$ cat src/rtl/nsa_pkg.sv
// Shared types and helpers for the nibble-serial adder.
package nsa_pkg;

  localparam int unsigned NIBBLE_W = 4;

  typedef enum logic [1:0] {
    StIdle,
    StRun,
    StDone
  } state_e;

  function automatic int unsigned clog2(input int unsigned n);
    int unsigned r;
    r = 0;
    while ((32'd1 << r) < n) r = r + 1;
    return r;
  endfunction

endpackage

$ cat src/rtl/fa4.sv
// 4-bit ripple adder; the single arithmetic element reused for every nibble.
module fa4 (
  input  logic [3:0] a,
  input  logic [3:0] b,
  input  logic       cin,
  output logic [3:0] sum,
  output logic       cout
);

  logic [4:0] total;

  assign total = 5'(a) + 5'(b) + 5'(cin);
  assign sum   = total[3:0];
  assign cout  = total[4];

endmodule

$ cat src/rtl/nibble_serial_adder.sv
// Wide adder computed one nibble per clock on a single fa4 with a registered carry.
// Define NSA_OVERFLOW_EN to add the registered signed-overflow output ovf.
module nibble_serial_adder
  import nsa_pkg::*;
#(
  parameter int unsigned NIBBLES = 4
) (
  input  logic                        clk,
  input  logic                        rst,
  input  logic                        start,
  input  logic [NIBBLES*NIBBLE_W-1:0] a,
  input  logic [NIBBLES*NIBBLE_W-1:0] b,
  input  logic                        cin,
  output logic                        busy,
  output logic                        done,
  output logic [NIBBLES*NIBBLE_W-1:0] sum,
  output logic                        cout
`ifdef NSA_OVERFLOW_EN
  ,
  output logic                        ovf
`endif
);

  localparam int unsigned W     = NIBBLES * NIBBLE_W;
  localparam int unsigned IDX_W = (clog2(NIBBLES) > 0) ? clog2(NIBBLES) : 1;

  state_e state_q, state_d;
  logic   load, step, last;

  logic [W-1:0]     a_q, b_q, res_q, sum_q;
  logic             carry_q, cout_q, busy_q, done_q;
  logic [IDX_W-1:0] idx_q;

  logic [NIBBLE_W-1:0] fa_sum;
  logic                fa_cout;
  logic [W-1:0]        res_next;

  fa4 u_fa4 (
    .a    (a_q[NIBBLE_W-1:0]),
    .b    (b_q[NIBBLE_W-1:0]),
    .cin  (carry_q),
    .sum  (fa_sum),
    .cout (fa_cout)
  );

  assign last = (idx_q == IDX_W'(NIBBLES - 1));

  // New nibble enters at the MSB end so the LSB nibble ends up at the bottom.
  assign res_next = (res_q >> NIBBLE_W) | (W'(fa_sum) << (W - NIBBLE_W));

  always_comb begin
    state_d = state_q;
    load    = 1'b0;
    step    = 1'b0;
    unique case (state_q)
      StIdle: begin
        if (start) begin
          load    = 1'b1;
          state_d = StRun;
        end
      end
      StRun: begin
        step = 1'b1;
        if (last) state_d = StDone;
      end
      StDone: begin
        if (start) begin
          load    = 1'b1;
          state_d = StRun;
        end else begin
          state_d = StIdle;
        end
      end
      default: state_d = StIdle;
    endcase
  end

  always_ff @(posedge clk or posedge rst) begin
    if (rst) begin
      state_q <= StIdle;
      busy_q  <= 1'b0;
      done_q  <= 1'b0;
    end else begin
      state_q <= state_d;
      busy_q  <= (state_d == StRun);
      done_q  <= (state_d == StDone);
    end
  end

  always_ff @(posedge clk or posedge rst) begin
    if (rst) begin
      a_q     <= '0;
      b_q     <= '0;
      carry_q <= 1'b0;
      idx_q   <= '0;
      res_q   <= '0;
      sum_q   <= '0;
      cout_q  <= 1'b0;
    end else if (load) begin
      a_q     <= a;
      b_q     <= b;
      carry_q <= cin;
      idx_q   <= '0;
    end else if (step) begin
      a_q     <= a_q >> NIBBLE_W;
      b_q     <= b_q >> NIBBLE_W;
      carry_q <= fa_cout;
      idx_q   <= idx_q + IDX_W'(1);
      res_q   <= res_next;
      if (last) begin
        sum_q  <= res_next;
        cout_q <= fa_cout;
      end
    end
  end

`ifdef NSA_OVERFLOW_EN
  logic ovf_q;

  // On the last nibble a_q/b_q hold the operand MSB nibble, so bit 3 is the sign.
  always_ff @(posedge clk or posedge rst) begin
    if (rst) begin
      ovf_q <= 1'b0;
    end else if (step && last) begin
      ovf_q <= (a_q[NIBBLE_W-1] == b_q[NIBBLE_W-1]) && (fa_sum[NIBBLE_W-1] != a_q[NIBBLE_W-1]);
    end
  end

  assign ovf = ovf_q;
`endif

  assign busy = busy_q;
  assign done = done_q;
  assign sum  = sum_q;
  assign cout = cout_q;

endmodule

$ cat config.mk
export PLATFORM = sky130hd
export DESIGN_NAME = nibble_serial_adder
export DESIGN_NICKNAME = d
export VERILOG_FILES = /design/src/rtl/nsa_pkg.sv /design/src/rtl/fa4.sv /design/src/rtl/nibble_serial_adder.sv
export SDC_FILE = /design/constraint.sdc
export NUM_CORES = 1
export LEC_CHECK = 0
export ABC_AREA = 0
export BUFFER_PORTS_ARGS = -buffer_cell sky130_fd_sc_hd__buf_2
export CORE_ASPECT_RATIO = 1.1
export CORE_MARGIN = 5
export CORE_UTILIZATION = 45
export DETAILED_ROUTE_END_ITERATION = 10
export PLACE_DENSITY = 0.75
export SLEW_MARGIN = 20
export SYNTH_ARGS = -nofsm -noshare
export SYNTH_HDL_FRONTEND = slang
export SYNTH_HIERARCHICAL = 1
export SYNTH_SLANG_ARGS = --single-unit
$ cat constraint.sdc
create_clock -name clk -period 2.9 [get_ports clk]
set_input_delay 0.725 -clock clk [delete_from_list [all_inputs] [get_ports clk]]
set_output_delay 0.725 -clock clk [all_outputs]
set_load 0.005 [all_outputs]
* Word-level counts from Yosys, hierarchy flattened
Cells that the tools add are included.
** Word-level totals
- Output and inout bits :: 19
- Bits in registers :: 72
** Operators by class
- Reductions and logical operators :: 5
- Muxes and demuxes :: 15
- Bitwise operators :: 2
- Eq/ne operators :: 5
- Add/sub/neg operators :: 3
** Operators with widths (number)
- 16-bit two-way mux :: 4
- 12-bit by 16-bit OR with 16-bit output :: 1
- 2-bit two-way mux :: 4
- 2-bit == test, second input constant :: 3
- 1-bit two-way mux :: 6
- 2-bit one-hot mux with 3 select lines :: 1
- 4-bit by 4-bit adder with 5-bit output :: 1
- 5-bit by 1-bit adder with 5-bit output :: 1
- 2-bit by 1-bit == test with 1-bit output, second input constant :: 2
- 3-bit AND reduction :: 1
- 2-bit by 1-bit adder with 2-bit output, second input constant :: 1
- 2-bit zero test :: 1
- 2-bit AND reduction :: 1
- 2-bit nonzero test :: 1
- 2-bit OR reduction :: 1
- 1-bit NOT :: 1

* Depth between registers and ports, before layout
Gate-level depths: netlist of the first run.
- Depth in word-level cells :: 5
- Gate-level depth with buffers :: 8

* Cells and area by module
The synthesis of the first run kept the hierarchy.
** By module, submodules not included
- nibble_serial_adder :: times used 1, area an instance 3081.7 um^2, cells each 273
- fa4 :: times used 1, area an instance 143.9 um^2, cells each 16

* Least setup slack after synthesis of the first run
No wires, ideal clock.
- Path kind :: register -> register
- Start :: register a_q[0]
- End :: register cout_q, in the netlist cout
- Arrival :: 1570 ps
- Slack :: 1205 ps
- Period minus slack after synthesis :: 1695 ps
- Stages on the path, launching flop included :: 8
- Cells stage by stage :: dfrtp_1 fa_1 inv_1 fa_1 nor2b_1 o21ai_0 nand2b_1 mux2_2
** Between the ends
- Word-level cells in the longest chain between the ends :: 2
** RTL lines
- from (decl) :: RTL line nibble_serial_adder.sv:30 : logic [W-1:0] a_q, b_q, res_q, sum_q;
- from (signal assigned) :: RTL line nibble_serial_adder.sv:105 : a_q <= a_q >> NIBBLE_W;
- 4-bit by 4-bit adder with 5-bit output :: RTL line fa4.sv:12 : assign total = 5'(a) + 5'(b) + 5'(cin);
- 5-bit by 1-bit adder with 5-bit output :: RTL line fa4.sv:12
- via fa_cout :: RTL line nibble_serial_adder.sv:35 : logic fa_cout;
- to (signal assigned) :: RTL line nibble_serial_adder.sv:112 : cout_q <= fa_cout;
- to (decl) :: RTL line nibble_serial_adder.sv:31 : logic carry_q, cout_q, busy_q, done_q;
The timed path passes the listed nets, and every way through them passes these cells.
A chain may end at the register's enable or synchronous reset.

* Final worst setup path of the first run
Same ends and word-level chain as after synthesis.

==> impl_metrics.tcl, run 1 <==
set metrics [dict create \
    outcome "finished clean" \
    finalNonFillerCells 428 \
    drtIter0Drc 104 \
    fmax_ghz 0.5471 \
    rows 32 \
    yosys-top-cells-area "dfrtp_1, mux2i_1, a211oi_1, nor2b_1, mux2_4" \
    die_w_um 90.73 \
    worstPathRequired_ns 3.12 \
    dp.cells 412 \
    final_antenna_net_count 0 \
    min_period_ns 1.828 \
    reg2reg_from "a_q[0]" \
    drcViolationCount 0 \
    setup-violations-final 0 \
    detail_route.wl_per_cell_um 14.54 \
    first_pass_iters 4 \
    cts_buffers 9 \
    critPathLaunch "a_q[0]" \
    synth_warnings 6 \
    dieArea_um2 8963 \
    die_y_um 98.80 \
    reg2regPathDepth 7 \
    cts_buffer_depth 2 \
    globalRouteOverflowTotal 0 \
    dr_total_vias 2234 \
    syn_area_per_cell_um2 11.16 \
    cap_violations 0 \
    hold_class "in -> async" \
    fin_nets 380 \
    rsz0062_at_grt "false" \
    antennaDiodeCount 0 \
    gp_congestion 0.7052 \
    drive_above_1_share 0.2741 \
    fin_crit_sh 0.6303 \
    cts-root-buf "clkbuf_8" \
    viasPerCell 5.220 \
    worstMarginPinSlew_ns 0.6977 \
    synth_top_area_cell "dfrtp_1" \
    timing.rr.end "cout" \
    drv_slew 0 \
    crit_type "reg -> reg" \
    netlist_area_um2 3226 \
    grt_antenna_before_repair 0 \
    htreeDepth 3 \
    setup_slack_ns 1.072 \
    hold_violations 0 \
    ff2ff_setup_slack_ns 1.07 \
    initial_core_util 0.4604 \
    pre_cts_ws_ns 0.9736 \
    finalClockSkew_ns 0.006549 \
    power_density_nw_per_um2 1134 \
    critPathLaunchType "flip-flop" \
    clkLatencyLatePin_ns 0.33 \
    yosysSeqAreaShare 0.5275 \
    grt_usage 0.1480 \
    peakVddDrop_v 0.0005098 \
    num_io_pins 55 \
    ys_types 27 \
    io_buffer_count 54 \
    netlist.area_leader.share 0.5275 \
    cts.sinks 68 \
    grt_max_degree 59 \
    synthCells 289 \
    cts_resized 0 \
    cts_tree "built" \
    area_delta_synth_final_pct 16.52 \
    grt_pass1_wl_um 10720 \
    core_um2 7007 \
    fin_setup_tns_ns 0 \
    critPathCaptureType "flip-flop" \
    postCtsSetupBuffers 0 \
    hpwl_um 4247 \
    fin_hold_ws_ns 0.4685 \
    ys_seq_elements 68 \
    synth_nets 331 \
    worst_slew_margin_rel 0.5349 \
    cts_hold_buf 0 \
    wirelength_um 6224 \
    leakagePower_nw 1.728 \
    clkTransAtPathRegs_ns 0.07 \
    first_global_vias 2230 \
    crit_arrival_ns 2.05 \
    crit_fanout 3 \
]
[cells in the mapped netlist, drive strengths merged]
master and number:
a21o 1, fa 2, nor3 3, o22ai 3
a21oi 23, o21ai 9, and2 2, clkbuf 13
nor2 5, ha 4, buf 8, nand3 6
a22o 4, xnor2 2, a211oi 22, mux2i 27
nand2b 3, nor2b 25, inv 5, mux2 18
dfrtp 68, nand2 36
[cells in the final DEF, fill, tap and decap left out, types with 4 or more instances in the layout]
cell and n:
dfrtp_1 68, buf_2 54, nand2_1 36, mux2i_1 27, nor2b_1 25, a211oi_1 22, a21oi_1 22, clkbuf_8 10
o21ai_0 9, mux2_4 9, mux2_2 9, nand3_1 6, nor2_1 5, a22o_1 4, ha_1 4, buf_4 4
inv_1 4
[worst max-delay path, cell delays in order, from the launching register on]
cell and delay, ns:
dfrtp_1 0.43, fa_1 0.45, inv_1 0.08, fa_1 0.19, nor2b_1 0.05, o21ai_0 0.16, nand2b_1 0.09, mux2_2 0.26
[registers in the layout, summed over array words and instances, names as in the netlist]
signal and count:
sum 16, done 1, res_q 12, b_q 16, idx_q 2, a_q 16, state_q 2, cout 1
busy 1, carry_q 1
[power by group]
group,leakage [nW],switching [mW],internal (mW)
registers,0.833,0.300,1.41
clock network,0.107,0.346,0.507
logic,0.788,0.862,0.842
[per-stage QoR]
stage | power, mW | instance area (um2) | utilization
2_1_floorplan | 3.020 | 3226 | -
3_3_place_gp | 3.373 | 3541 | 0.5054
3_5_place_dp | 3.459 | 3541 | 0.5054
4_1_cts | 4.327 | 3759 | 0.5364
5_1_grt | 4.649 | 3759 | 0.5364
6_report | 4.264 | 3759 | 0.5364
[area by class of cell]
type                            instances  area (um2)
Sequential cell                        68        1702
Multi-Input combinational cell        195        1394
Clock inverter                          4       72.57
Tap cell                               85       106.4
Fill cell                             640        3248
Clock buffer                           12       145.1
Timing Repair Buffer                   59       320.3
Inverter                                5       18.77
[per-layer routing]
layer | global-route usage | vias to the layer above | share of wire
met1 | 0.1989 | 1070 | 0.47
met5 | 0 | - | 0
met4 | 0.06186 | 0 | 0.017
met2 | 0.2292 | 50 | 0.46
li1 | - | 1105 | -
met3 | 0.03588 | 9 | 0.049
[worst max-delay path by stage]
stage	slack, ns	cells past startpoint	to
5_1_grt	0.93	8	carry_q
3_3_place_gp	1.05	5	b_q[9]
4_1_cts	1.07	7	cout
2_1_floorplan	0.46	1	a_q[0]
6_report	1.07	7	cout
3_5_place_dp	0.97	5	b_q[6]
[cells by family (layout without fill, tap and decap cells)]
family / Yosys count / count (layout) / share of synthesized area
simple gates: 80 / 80 / 0.1206
buf+inv: 26 / 80 / 0.04034
xor+xnor: 2 / 2 / 0.005432
fa+ha+maj: 6 / 6 / 0.02793
flops: 68 / 68 / 0.5275
mux: 45 / 45 / 0.1571
compound gates: 62 / 62 / 0.1210
(Power assumes the default switching activity.)
==> inputs of run 2 (changes only) <==
--- a/config.mk
+++ b/config.mk
@@ -5,7 +5,7 @@
 export SDC_FILE = /design/constraint.sdc
 export NUM_CORES = 1
 export LEC_CHECK = 0
-export ABC_AREA = 0
+export ABC_AREA = 1
 export BUFFER_PORTS_ARGS = -buffer_cell sky130_fd_sc_hd__buf_2
 export CORE_ASPECT_RATIO = 1.1
 export CORE_MARGIN = 5
==> constraint.sdc (replaced) <==
create_clock -name clk -period 1.85 [get_ports clk]
set_input_delay 0.4625 -clock clk [delete_from_list [all_inputs] [get_ports clk]]
set_output_delay 0.4625 -clock clk [all_outputs]
set_load 0.005 [all_outputs]
==> impl_metrics.tcl, run 2 <==
set metrics [dict create \
    synthFlopType "dfrtp_1" \
    outcome "finished clean" \
    grt_antenna_before_repair 0 \
    leakagePower_nw 2.061 \
    viasPerCell 4.733 \
    fmax_ghz 0.5985 \
    pwr-share-clk 0.165 \
    synth.most_common_cell "nand2_1" \
    wirelength_um 6026 \
    ys_top_cells_by_count "nand2_1, dfrtp_1, inv_1" \
    first_pass_iters 4 \
    yosysSeqAreaShare 0.5380 \
    grt_pass1_wl_um 10900 \
    drive_above_1_share 0.1891 \
    synth_warnings 6 \
    setup_slack_ns 0.1792 \
    dr_total_vias 2480 \
    worstPathRequired_ns 2.12 \
    area_delta_synth_final_pct 14.32 \
    synth_top_area_cell "dfrtp_1" \
    syn_area_per_cell_um2 8.280 \
    rsz0062_at_grt "false" \
    clkTransAtPathRegs_ns 0.06 \
    grt_max_degree 69 \
    hold_violations 0 \
    hpwl_um 4057 \
    initial_core_util 0.4566 \
    critPathCaptureType "flip-flop" \
    crit_fanout 3 \
    first_global_vias 2551 \
    p_comb_frac 0.425 \
    netlist_area_um2 3163 \
    cts.sinks 68 \
    synth_edf_count 0 \
    yosys-top-cells-area "dfrtp_1, nand2_1, inv_1, nand3_1, buf_6" \
    gp_congestion 0.7598 \
    netlist.area_leader.share 0.5380 \
    setup-violations-final 0 \
    num_io_pins 55 \
    ys_seq_elements 68 \
    final_antenna_net_count 0 \
    min_period_ns 1.671 \
    cts-root-buf "clkbuf_8" \
    final_cell_mix "nand2_1, dfrtp_1, buf_2" \
    detail_route.wl_per_cell_um 11.50 \
    fin_crit_sh 0.9031 \
    cts_buffer_depth 2 \
    power_density_nw_per_um2 1712 \
    hold_class "in -> async" \
    ys_types 20 \
    finalClockSkew_ns 0.006535 \
    globalRouteOverflowTotal 0 \
    io_buffer_count 54 \
    postCtsSetupBuffers 0 \
    swShare 0.4079 \
    p_sw_mw 2.525 \
    htreeDepth 3 \
    dieArea_um2 8807 \
    critPathLaunchType "flip-flop" \
    drcViolationCount 0 \
    cts_hold_buf 0 \
    worst_slew_margin_rel 0.7648 \
    die_w_um 89.94 \
    power_mw 6.191 \
    synth-async-reset-ratio 1.000 \
    worstMarginPinSlew_ns 0.3528 \
    dp.cells 510 \
    p_seq_frac 0.411 \
    fin_setup_tns_ns 0 \
    cts_resized 0 \
    crit_arrival_ns 1.94 \
    cts_buffers 9 \
    crit_type "reg -> reg" \
    cts_tree "built" \
    antennaDiodeCount 0 \
    fin_nets 478 \
    finalNonFillerCells 524 \
    die_y_um 97.93 \
    grt_usage 0.1520 \
    drv_slew 0 \
    peakVddDrop_v 0.0007226 \
    rows 32 \
    drtIter0Drc 114 \
    pre_cts_ws_ns 0.1816 \
    synth_nets 424 \
    cap_violations 0 \
    core_um2 6927 \
    final_common_cell "nand2_1" \
    p_int_mw 3.666 \
    synthCells 382 \
    clkLatencyLatePin_ns 0.35 \
]
==> run 2: cell types whose count changed in the layout (fill, tap and decap cells not counted), sizes merged, moves of 22 or more <==
cell    previous run  this run
a211oi            22         0
inv                5        57
mux2i             27         0
nand2             36       155
nand3              6        35
nor2b             25         0
==> run 2: layer usage <==
layer	global-route usage	wire length [um]	vias to the layer above	share of wire
li1	-	-	1266	-
met1	0.1808	2701	1138	0.45
met2	0.2410	2755	62	0.46
met3	0.06009	423	14	0.070
met4	0.07331	146	0	0.024
met5	0	0	-	0
==> run 2: power by group through the flow <==
stage | clock network (mW) | registers (mW) | logic (mW)
detailed placement | 0 | 2.56 | 2.66
finish | 1.02 | 2.54 | 2.63
global route | 1.13 | 2.63 | 3.10
CTS | 1.06 | 2.54 | 2.67
global placement | 0 | 2.55 | 2.58
floorplan | 0 | 2.51 | 2.18
==> run 2: cell type report <==
| cell class | instances | area [um2] |
|---|---|---|
| Tap cell | 85 | 106.4 |
| Clock inverter | 3 | 15.01 |
| Inverter | 58 | 229.0 |
| Sequential cell | 68 | 1702 |
| Clock buffer | 11 | 141.4 |
| Multi-Input combinational cell | 240 | 1102 |
| Timing Repair Buffer | 59 | 320.3 |
| Fill cell | 686 | 3311 |
==> run 2: stage by stage <==
step,util,hold slack (ns),cell area (um2)
5_1_grt,0.5220,0.2122,3616
3_5_place_dp,0.4995,0.4595,3460
4_1_cts,0.5220,0.2114,3616
6_report,0.5220,0.2019,3616
2_1_floorplan,-,0.4422,3167
3_3_place_gp,0.4995,0.4552,3460
==> run 2: cell families after synthesis <==
family,synth area share
AND/OR/NAND/NOR,0.2650
buffers and inverters,0.1135
flip-flops,0.5380
AO/OA/AOI/OAI,0.05221
adder cells (fa/ha/maj),0.02848
XOR/XNOR,0.002769
==> run 2: path summary, 6_finish.rpt <==
| kind | slack, ns | to | depth (start not counted) | start |
|---|---|---|---|---|
| worst max-delay path | 0.18 | res_q[13] | 6 | a_q[0] |
| worst min-delay path | 0.20 | sum[3] | 3 | rst |
| worst max register to register | 0.18 | res_q[13] | 6 | a_q[0] |
| worst min register to register | 0.47 | a_q[14] | 2 | a_q[14] |
| max in group asynchronous | 1.36 | b_q[1] | 3 | rst |
| min in group clk | 0.31 | a_q[15] | 3 | a[15] |
==> run 2: critical path, cell delays in order (launching register included) <==
cell and delay, ns:
dfrtp_1 0.40, fa_1 0.48, inv_1 0.09, fa_1 0.40, inv_1 0.06, inv_1 0.04
o21ai_0 0.14
==> inputs of run 3 (changes only) <==
--- a/config.mk
+++ b/config.mk
@@ -12,6 +12,7 @@
 export CORE_UTILIZATION = 45
 export DETAILED_ROUTE_END_ITERATION = 10
 export PLACE_DENSITY = 0.75
+export RECOVER_POWER = 50
 export SLEW_MARGIN = 20
 export SYNTH_ARGS = -nofsm -noshare
 export SYNTH_HDL_FRONTEND = slang
==> impl_metrics.tcl, run 3 (synthesis results as in run 2) <==
set metrics [dict create \
    power_density_nw_per_um2 1713 \
    rows 32 \
    timing.rr.end "res_q[13]" \
    worstPathRequired_ns 2.12 \
    viasPerCell 4.710 \
    drtIter0Drc 131 \
    p_comb_frac 0.422 \
    area_delta_synth_final_pct 13.29 \
    num_io_pins 55 \
    htreeDepth 3 \
    final_cell_mix "nand2_1, dfrtp_1, inv_1, buf_2, nand3_1" \
    fin_setup_tns_ns 0 \
    final_common_cell "nand2_1" \
    crit_fanout 3 \
    cts_tree "built" \
    clkLatencyLatePin_ns 0.35 \
    dr_total_vias 2468 \
    hpwl_um 4057 \
    cts_buffer_depth 2 \
    critPathLaunch "a_q[0]" \
    rsz0062_at_grt "false" \
    wirelength_um 6055 \
    dieArea_um2 8807 \
    initial_core_util 0.4566 \
    cts_resized 0 \
    fin_crit_sh 0.9032 \
    hold_class "in -> reg" \
    critPathMaxStageDelay_ns 0.48 \
    io_buffer_count 54 \
    register_area_um2 1702 \
    setup-violations-final 0 \
    slowest_stage "fa_1" \
    critPathCaptureType "flip-flop" \
    p_seq_frac 0.412 \
    fin_hold_ws_ns 0.3094 \
    fmax_ghz 0.5985 \
    dp.cells 510 \
    reg2regPathDepth 6 \
    clkTransAtPathRegs_ns 0.07 \
    peakVddDrop_v 0.0007136 \
    fillers 691 \
    ff2ff_setup_slack_ns 0.18 \
    hold_violations 0 \
    cap_violations 0 \
    drive_above_1_share 0.1845 \
    drcViolationCount 0 \
    critPathLaunchType "flip-flop" \
    die_y_um 97.93 \
    p_sw_mw 2.504 \
    detail_route.wl_per_cell_um 11.56 \
    grt_usage 0.1520 \
    cp_cell_sequence "fa_1 > inv_1 > fa_1 > inv_1 > inv_1 > o21ai_0" \
    cts_buffers 9 \
    p_int_mw 3.636 \
    worst_slew_margin_rel 0.3982 \
    drv_slew 0 \
    cp_common_cell "inv_1" \
    finalClockSkew_ns 0.007083 \
    globalRouteOverflowTotal 0 \
    fin_nets 478 \
    grt_pass1_wl_um 10900 \
    final_antenna_net_count 0 \
    multi_input_area_um2 1086 \
    first_global_vias 2551 \
    gp_congestion 0.7598 \
    finalNonFillerCells 524 \
    postCtsSetupBuffers 0 \
    crit_arrival_ns 1.94 \
    crit_type "reg -> reg" \
    first_pass_iters 4 \
    antennaDiodeCount 0 \
    outcome "finished clean" \
    cts_hold_buf 0 \
    die_w_um 89.94 \
    pwr-share-clk 0.166 \
    cts.sinks 68 \
    cts-root-buf "clkbuf_8" \
    grt_max_degree 69 \
    worstMarginPinSlew_ns 0.9027 \
    swShare 0.4079 \
    core_um2 6927 \
    leakagePower_nw 2.048 \
    crit_end "res_q[13]" \
    min_period_ns 1.671 \
    grt_antenna_before_repair 0 \
    reg2reg_from "a_q[0]" \
]
-- run 3: final cells by class --
cell class,count,area share
Sequential cell,68,0.4749
Multi-Input combinational cell,240,0.3031
Timing Repair Buffer,59,0.08485
Inverter,58,0.06390
Clock buffer,11,0.03946
Tap cell,85,0.02968
Clock inverter,3,0.004190
-- run 3: layer usage --
| metal | up-vias | wire (um) | part of all wire | GRT usage |
|---|---|---|---|---|
| li1 | 1263 | - | - | - |
| met1 | 1132 | 2728 | 0.45 | 0.1808 |
| met2 | 59 | 2786 | 0.46 | 0.2410 |
| met3 | 14 | 394 | 0.065 | 0.06009 |
| met4 | 0 | 146 | 0.024 | 0.07331 |
| met5 | - | 0 | 0 | 0 |
-- run 3: worst max-delay path, delay by kind of cell (launching register included) --
kind | cells | cell delay, ns
buffers and inverters | 3 | 0.19
adders and majority gates | 2 | 0.88
AOI/OAI and AO/OA | 1 | 0.14
DFF | 1 | 0.40
-- run 3: worst min path at each step --
stage,end,depth (start not counted),slack (ns),from
6_report,a_q[15],3,0.31,a[15]
4_1_cts,a_q[11],3,0.21,rst
2_1_floorplan,a_q[14],2,0.44,a_q[14]
3_3_place_gp,a_q[15],2,0.46,a_q[15]
3_5_place_dp,sum[1],2,0.46,sum[1]
5_1_grt,a_q[14],3,0.30,a[14]
-- run 3: power groups by stage --
stage / sequential, mW / combinational [mW] / clock [mW]
5_1_grt: 2.62 / 3.06 / 1.13
3_3_place_gp: 2.55 / 2.58 / 0
4_1_cts: 2.54 / 2.67 / 1.06
2_1_floorplan: 2.51 / 2.18 / 0
6_report: 2.53 / 2.59 / 1.02
3_5_place_dp: 2.56 / 2.66 / 0
-- run 3: stage by stage --
stage | power (mW) | cell area, um2 | setup slack, ns | util
after global placement | 5.123 | 3460 | 0.2207 | 0.4995
final | 6.140 | 3583 | 0.1791 | 0.5173
after global routing | 6.810 | 3583 | 0.05000 | 0.5173
after floorplan | 4.682 | 3167 | 0.2558 | -
after CTS | 6.275 | 3616 | 0.1704 | 0.5220
after detailed placement | 5.227 | 3460 | 0.1816 | 0.4995
